### src/rtl/pc_fetch_unit.sv
`default_nettype none
// ============================================================================
// pc_fetch_unit : program counter, next-address logic, halt detect and
// retired-instruction counter for the 16-bit single-cycle CPU.  Rev 1.0
// ============================================================================
module pc_fetch_unit #(
  parameter int                ADDR_W       = 8,
  parameter logic [ADDR_W-1:0] RESET_PC     = 8'h00,
  parameter bit                HALT_ON_ZERO = 1'b1
) (
  input  logic              CLK,
  input  logic              RESET,
  input  logic [15:0]       INSTR,
  input  logic              IS_BRANCH,
  input  logic              BR_TAKEN,
  input  logic              STALL,
  output logic [ADDR_W-1:0] ADDR,
  output logic [ADDR_W-1:0] PC_PLUS2,
  output logic              INSTR_VALID,
  output logic              HALTED,
  output logic [15:0]       RETIRED
);

  typedef enum logic [1:0] {
    ST_SETTLE = 2'd0,
    ST_RUN    = 2'd1,
    ST_HALT   = 2'd2
  } state_e;

  localparam logic [ADDR_W-1:0] PC_STEP  = ADDR_W'(2);
  localparam logic [ADDR_W-1:0] PC_START = {RESET_PC[ADDR_W-1:1], 1'b0};

  state_e            state_q, state_d;
  logic [ADDR_W-1:0] pc_q, pc_d;
  logic [15:0]       retired_q, retired_d;
  logic [ADDR_W-1:0] pc_plus2;
  logic [ADDR_W-1:0] br_off;
  logic              zero_word;
  logic              retire;

  assign pc_plus2  = pc_q + PC_STEP;
  // Word offset scaled to bytes; relative to the branch's own address.
  assign br_off    = {{(ADDR_W-7){INSTR[5]}}, INSTR[5:0], 1'b0};
  assign zero_word = HALT_ON_ZERO && (INSTR == 16'h0000);

  always_comb begin
    state_d   = state_q;
    pc_d      = pc_q;
    retired_d = retired_q;
    retire    = 1'b0;
    case (state_q)
      ST_SETTLE: state_d = ST_RUN;
      ST_RUN: begin
        if (!STALL) begin
          if (zero_word) begin
            state_d = ST_HALT;
          end else begin
            retire = 1'b1;
            pc_d   = (IS_BRANCH && BR_TAKEN) ? (pc_q + br_off) : pc_plus2;
            if (retired_q != 16'hFFFF) begin
              retired_d = retired_q + 16'd1;
            end
          end
        end
      end
      ST_HALT: state_d = ST_HALT;
      default: state_d = ST_SETTLE;
    endcase
  end

  always_ff @(posedge CLK) begin
    if (RESET) begin
      state_q   <= ST_SETTLE;
      pc_q      <= PC_START;
      retired_q <= 16'h0000;
    end else begin
      state_q   <= state_d;
      pc_q      <= pc_d;
      retired_q <= retired_d;
    end
  end

  assign ADDR        = pc_q;
  assign PC_PLUS2    = pc_plus2;
  assign INSTR_VALID = retire && !RESET;
  assign HALTED      = (state_q == ST_HALT) && !RESET;
  assign RETIRED     = retired_q;

endmodule
`default_nettype wire
### config.mk
export PLATFORM = sky130hd
export DESIGN_NAME = pc_fetch_unit
export DESIGN_NICKNAME = d
export VERILOG_FILES = /design/src/rtl/pc_fetch_unit.sv
export SDC_FILE = /design/constraint.sdc
export NUM_CORES = 1
export LEC_CHECK = 0
export CAP_MARGIN = 5
export CORE_MARGIN = 4
export CORE_UTILIZATION = 50
export DETAILED_ROUTE_END_ITERATION = 16
export PLACE_DENSITY = 0.86
export SLEW_MARGIN = 20
export SYNTH_ARGS = -nofsm -noshare
export SYNTH_HDL_FRONTEND = slang
export SYNTH_SLANG_ARGS = --single-unit
### constraint.sdc
create_clock -name CLK -period 3.5 [get_ports CLK]
set_clock_uncertainty 0.15 [all_clocks]
set_input_delay 0.35 -clock CLK [delete_from_list [all_inputs] [get_ports CLK]]
set_output_delay 0.35 -clock CLK [all_outputs]
set_load 0.05 [all_outputs]
== Word-level counts from Yosys, hierarchy flattened ==
Index checks and enable logic that the tools add are counted.

* Bits in read-only memories: 0
* Bits in registers: 26
* Bits in writable memories: 0
* Latch bits: 0
* Memories: 0

* $lt $le $gt $ge: 0
* Add/sub/neg operators: 3
* Bitwise operators: 2
* Equal/unequal tests: 5
* Muxes and demuxes: 7
* Multipliers: 0
* Reductions and logical operators: 9
* Shifts and indexed selects: 0
* Div/mod/pow operators: 0

{| class="wikitable"
|+ Operators with widths
! cell !! number
|-
| adder 16 x 1 -> 16 bit (second input constant) || 1
|-
| zero test 16 bit || 1
|-
| inequality test 16 bit (second input constant) || 1
|-
| adder 8 x 2 -> 8 bit (second input constant) || 1
|-
| adder 8 bit || 1
|-
| 2-to-1 mux 8 bit || 1
|-
| case mux 2 bit (3 select lines) || 1
|-
| 2-to-1 mux 2 bit || 2
|-
| inequality test 2 bit (second input constant) || 2
|-
| AND reduction 4 bit || 1
|-
| logical AND 1 bit || 3
|-
| 2-to-1 mux 1 bit || 3
|-
| AND reduction 3 bit || 1
|-
| equality test 2 x 1 -> 1 bit (second input constant) || 1
|-
| equality test 2 bit (second input constant) || 1
|-
| zero test 2 bit || 1
|-
| inverter 1 bit || 2
|-
| AND reduction 2 bit || 1
|-
| zero test 1 bit || 1
|}

== Depth between registers and ports, before layout ==
* Word-level depth: 5
* Mapped depth: 8

== Least setup slack after synthesis ==
Ideal clock, no wire load.

* Path kind: reg-to-reg
* From: register pc_q[2] (netlist: ADDR[2])
* To: register pc_q[7] (netlist: ADDR[7])
* Path slack: 0.731 ns
* Stages on the path, launching flop included: 7
* Period minus slack after synthesis: 2.769 ns
* Data required time: 3.279 ns
* Data arrival time: 2.548 ns
* Path buffers: 0
* Cells stage by stage: dfxtp_1 ha_1 and3_1 nand3_1 xnor2_1 o211ai_1 a21oi_1

* Longest elaborated chain between the ends: 2
* Elaborated cells on any way between the ends: 3
* Those cells by class: 2 x add/sub; 1 x mux

{| class="wikitable"
|+ Ends and longest elaborated chain
! item !! RTL line !! text
|-
| start, declared || 34 || <nowiki>logic [ADDR_W-1:0] pc_q, pc_d;</nowiki>
|-
| start signal, assigned || 78 || <nowiki>pc_q <= pc_d;</nowiki>
|-
| adder 8 x 2 -> 8 bit || 41 || <nowiki>assign pc_plus2 = pc_q + PC_STEP;</nowiki>
|-
| named net PC_PLUS2[7] || 18 || <nowiki>output logic [ADDR_W-1:0] PC_PLUS2,</nowiki>
|-
| 2-to-1 mux 8 bit || 59 || <nowiki>pc_d = (IS_BRANCH && BR_TAKEN) ? (pc_q + br_off) : pc_plus2;</nowiki>
|}

The timed path passes the listed nets, and every way through them passes these cells.
A chain may end at the register's enable or synchronous reset.

== Final worst setup path ==
* From: input port INSTR[5]
* To: output port INSTR_VALID

* Longest elaborated chain between the ends: 5

{| class="wikitable"
|+ Ends and longest elaborated chain
! item !! RTL line !! text
|-
| start, declared || 13 || <nowiki>input logic [15:0] INSTR,</nowiki>
|-
| zero test 16 bit || 44 || <nowiki>assign zero_word = HALT_ON_ZERO && (INSTR == 16'h0000);</nowiki>
|-
| 2-to-1 mux 1 bit || 55 || <nowiki>if (zero_word) begin</nowiki>
|-
| 2-to-1 mux 1 bit || 54 || <nowiki>if (!STALL) begin</nowiki>
|-
| 2-to-1 mux 1 bit || 51 || <nowiki>case (state_q)</nowiki>
|-
| logical AND 1 bit || 85 || <nowiki>assign INSTR_VALID = retire && !RESET;</nowiki>
|-
| end, declared || 19 || <nowiki>output logic INSTR_VALID,</nowiki>
|}

No other way between the ends.

==> flow_summary.json <==
{
  "status": "finished, final reports clean",
  "synth_cell_types": 49,
  "clockPowerShare_pct": 12.7,
  "grtUsageMet3_pct": 3.37,
  "nets": 286,
  "synth_top_family_by_area": "simple AND/OR/NAND/NOR gates",
  "die_x_um": 66.6,
  "final_area_mm2": 0.00226,
  "slew_violations": 0,
  "cts-root-buf": "clkbuf_4",
  "grt_overflow_total": 0,
  "n_antenna_cell": 0,
  "power.density_mw_per_mm2": 452,
  "crit_buf_inv": 2,
  "syn_area_mm2": 0.00172,
  "grt_max_degree": 28,
  "comb_power_share_pct": 52.2,
  "critPathKind": "in -> out",
  "setup_tns_ns": 0,
  "max_freq_mhz": 340,
  "clockBufferDepth": 2,
  "area_delta_synth_final_pct": 31.5,
  "min_period_ns": 2.94,
  "antenna_found_initial": 0,
  "first_global_vias": 1460,
  "synth_enable_flop_cells": 0,
  "synth_cells": 205,
  "yosys.area_share.simple_pct": 28.2,
  "cts.sinks": 25,
  "nFillCells": 281,
  "ctsHoldBuffers": 0,
  "ys_top_cells_by_area": "dfxtp_1, ha_1, a21oi_1",
  "htreeDepth": 1,
  "vdd_drop_max_v": 0.000330,
  "seq_area_frac_synth_pct": 29.1,
  "ys.flop_type": "dfxtp_1",
  "port_buffers": 52,
  "crit_family": "buffers and inverters",
  "num_vias": 1667,
  "drt_iter0_markers": 69,
  "cellLeakagePower_nw": 0.776,
  "slew_headroom_pct": 62.6,
  "synthXorXnorAreaFrac_pct": 4.08,
  "coreArea_mm2": 0.00334,
  "finalSetupViolations": 0,
  "p_sw_share_pct": 45.2,
  "critPathSlowestCell": "clkdlybuf4s50_1",
  "crit_required_ns": 3.00,
  "grt_pass1_wl_um": 6810,
  "first_pass_iters": 6,
  "finalHoldViolCount": 0,
  "seq_power_share_pct": 35.1,
  "cpPeakStageDelay_ns": 0.70,
  "globalRouteMet2Util_pct": 32.8,
  "fp.dieH_um": 66.6,
  "arrival_ns": 2.44,
  "cts_tree": "built",
  "grt_util_met1_pct": 26.1,
  "power.internal_w": 0.000560,
  "synthMostInstantiatedCell": "dfxtp_1",
  "cts_buffers": 3,
  "post-route-period-util_pct": 84.1,
  "wl_per_cell_um": 14.4,
  "synth_top_area_share_pct": 29.1,
  "utilization_pct": 67.8,
  "crit_path_end_kind": "primary output",
  "drt_wl_total_um": 4290,
  "synth_fa_ha_area_share_pct": 9.17,
  "synth_common_cells": "dfxtp_1, a21oi_1, nor2_1",
  "hold_slack_ns": 0.371,
  "start_util_pct": 51.5,
  "async_reset_ff_share_pct": 0,
  "dieArea_mm2": 0.00444,
  "synth_compound_area_share_pct": 20.0,
  "clkTransAtPathRegs_ns": 0.13,
  "track_usage_pct": 19.4,
  "synth-seq-cells": 25,
  "drive_gt1_share_pct": 5.56,
  "via_per_inst": 5.59,
  "io-pin-count": 55,
  "place_area_mm2": 0.00223,
  "hold_class": "reg -> reg",
  "dpl.hpwl_um": 3280,
  "rsz0062_at_grt": "no",
  "synth_top_area_cell": "dfxtp_1",
  "post_cts_resized": 0,
  "worst_pin_slew_ns": 0.560,
  "path_common_cell": "clkdlybuf4s50_1",
  "syn_area_per_cell_um2": 8.39,
  "clk_latency_ns": 0.32,
  "crit_chain": "clkdlybuf4s50_1, nor4_1, nand4_1, nand2_1, nor2_1, clkdlybuf4s50_1",
  "startpoint_type": "input port",
  "p_sw_w": 0.000462,
  "post-route-drc-count": 0,
  "worst-path-max-fanout": 6,
  "postCtsSetupRepairBufs": 0,
  "ant_nets": 0,
  "yosysWarnings": 0,
  "routabilityCongestion": 0.876,
  "maxCapViolCount": 0,
  "synthMuxAreaShare_pct": 3.57,
  "fp-row-count": 21,
  "busiest_layer": "met2"
}
through the flow:
step,setup slack [ns],instances,total power (W)
2_1_floorplan,0.731,206,0.000757
5_1_grt,0.371,298,0.00109
3_5_place_dp,0.539,294,0.000894
4_1_cts,0.530,298,0.00102
6_report,0.555,298,0.00102
3_3_place_gp,0.591,294,0.000887
layout make-up:
cell class	count	area, µm²	area share (%)
Clock buffer	4	26.3	1.16
Sequential cell	25	500	22.1
Multi-Input combinational cell	164	1130	49.8
Tap cell	46	57.6	2.55
Inverter	6	22.5	0.996
Timing Repair Buffer	53	528	23.4
registers in the layout, indices dropped and copies added, names as in the netlist:
register  count
RETIRED      16
ADDR          7
state_q       2
path summary, 6_finish.rpt:
check                              endpoint  cells after the start       start  slack (ns)
worst max-delay path            INSTR_VALID                      6    INSTR[5]        0.56
worst min-delay path             RETIRED[6]                      2  RETIRED[6]        0.37
worst max register to register      ADDR[7]                      7     ADDR[1]        1.29
worst min register to register   RETIRED[6]                      2  RETIRED[6]        0.37
worst reg2reg max path, delay by kind of cell (launching register included):
kind / cells / cell delay (ns)
AOI/OAI and AO/OA: 3 / 0.60
adders and majority gates: 2 / 0.71
DFF: 1 / 0.38
muxes: 1 / 0.13
and+or+nand+nor: 1 / 0.14
placed cells by master, fill, tap and decap left out, types with 4 or more instances in the layout:
cell	n
ha_1	11
or4_1	9
mux2i_1	5
o31ai_1	10
inv_1	6
clkdlybuf4s50_1	52
nand4_1	4
dfxtp_1	25
a21oi_1	17
nand3_1	10
xnor2_1	5
nor4_1	4
or3_1	4
nand2b_1	6
o21ai_0	4
nand2_1	12
nor2_1	14
a211oi_1	8
power by group through the flow:
stage | clock (W) | combinational (W) | sequential (W)
floorplan | 0 | 0.000330 | 0.000427
global placement | 0 | 0.000523 | 0.000364
detailed placement | 0 | 0.000530 | 0.000365
CTS | 0.000132 | 0.000533 | 0.000358
global route | 0.000147 | 0.000576 | 0.000364
finish | 0.000130 | 0.000533 | 0.000359
routing by layer:
| layer | vias up | routed length (µm) |
|---|---|---|
| met5 | - | 0 |
| met4 | 0 | 34 |
| met3 | 2 | 171 |
| met2 | 34 | 2100 |
| met1 | 767 | 1980 |
| li1 | 864 | - |
cell families after synthesis:
group           Yosys count
compound gates           53
xor+xnor                  8
fa+ha+maj                12
buf+inv                  17
flops                    25
mux                       6
other cells               1
simple gates             83
No activity file was read; power rests on OpenSTA's default activity.
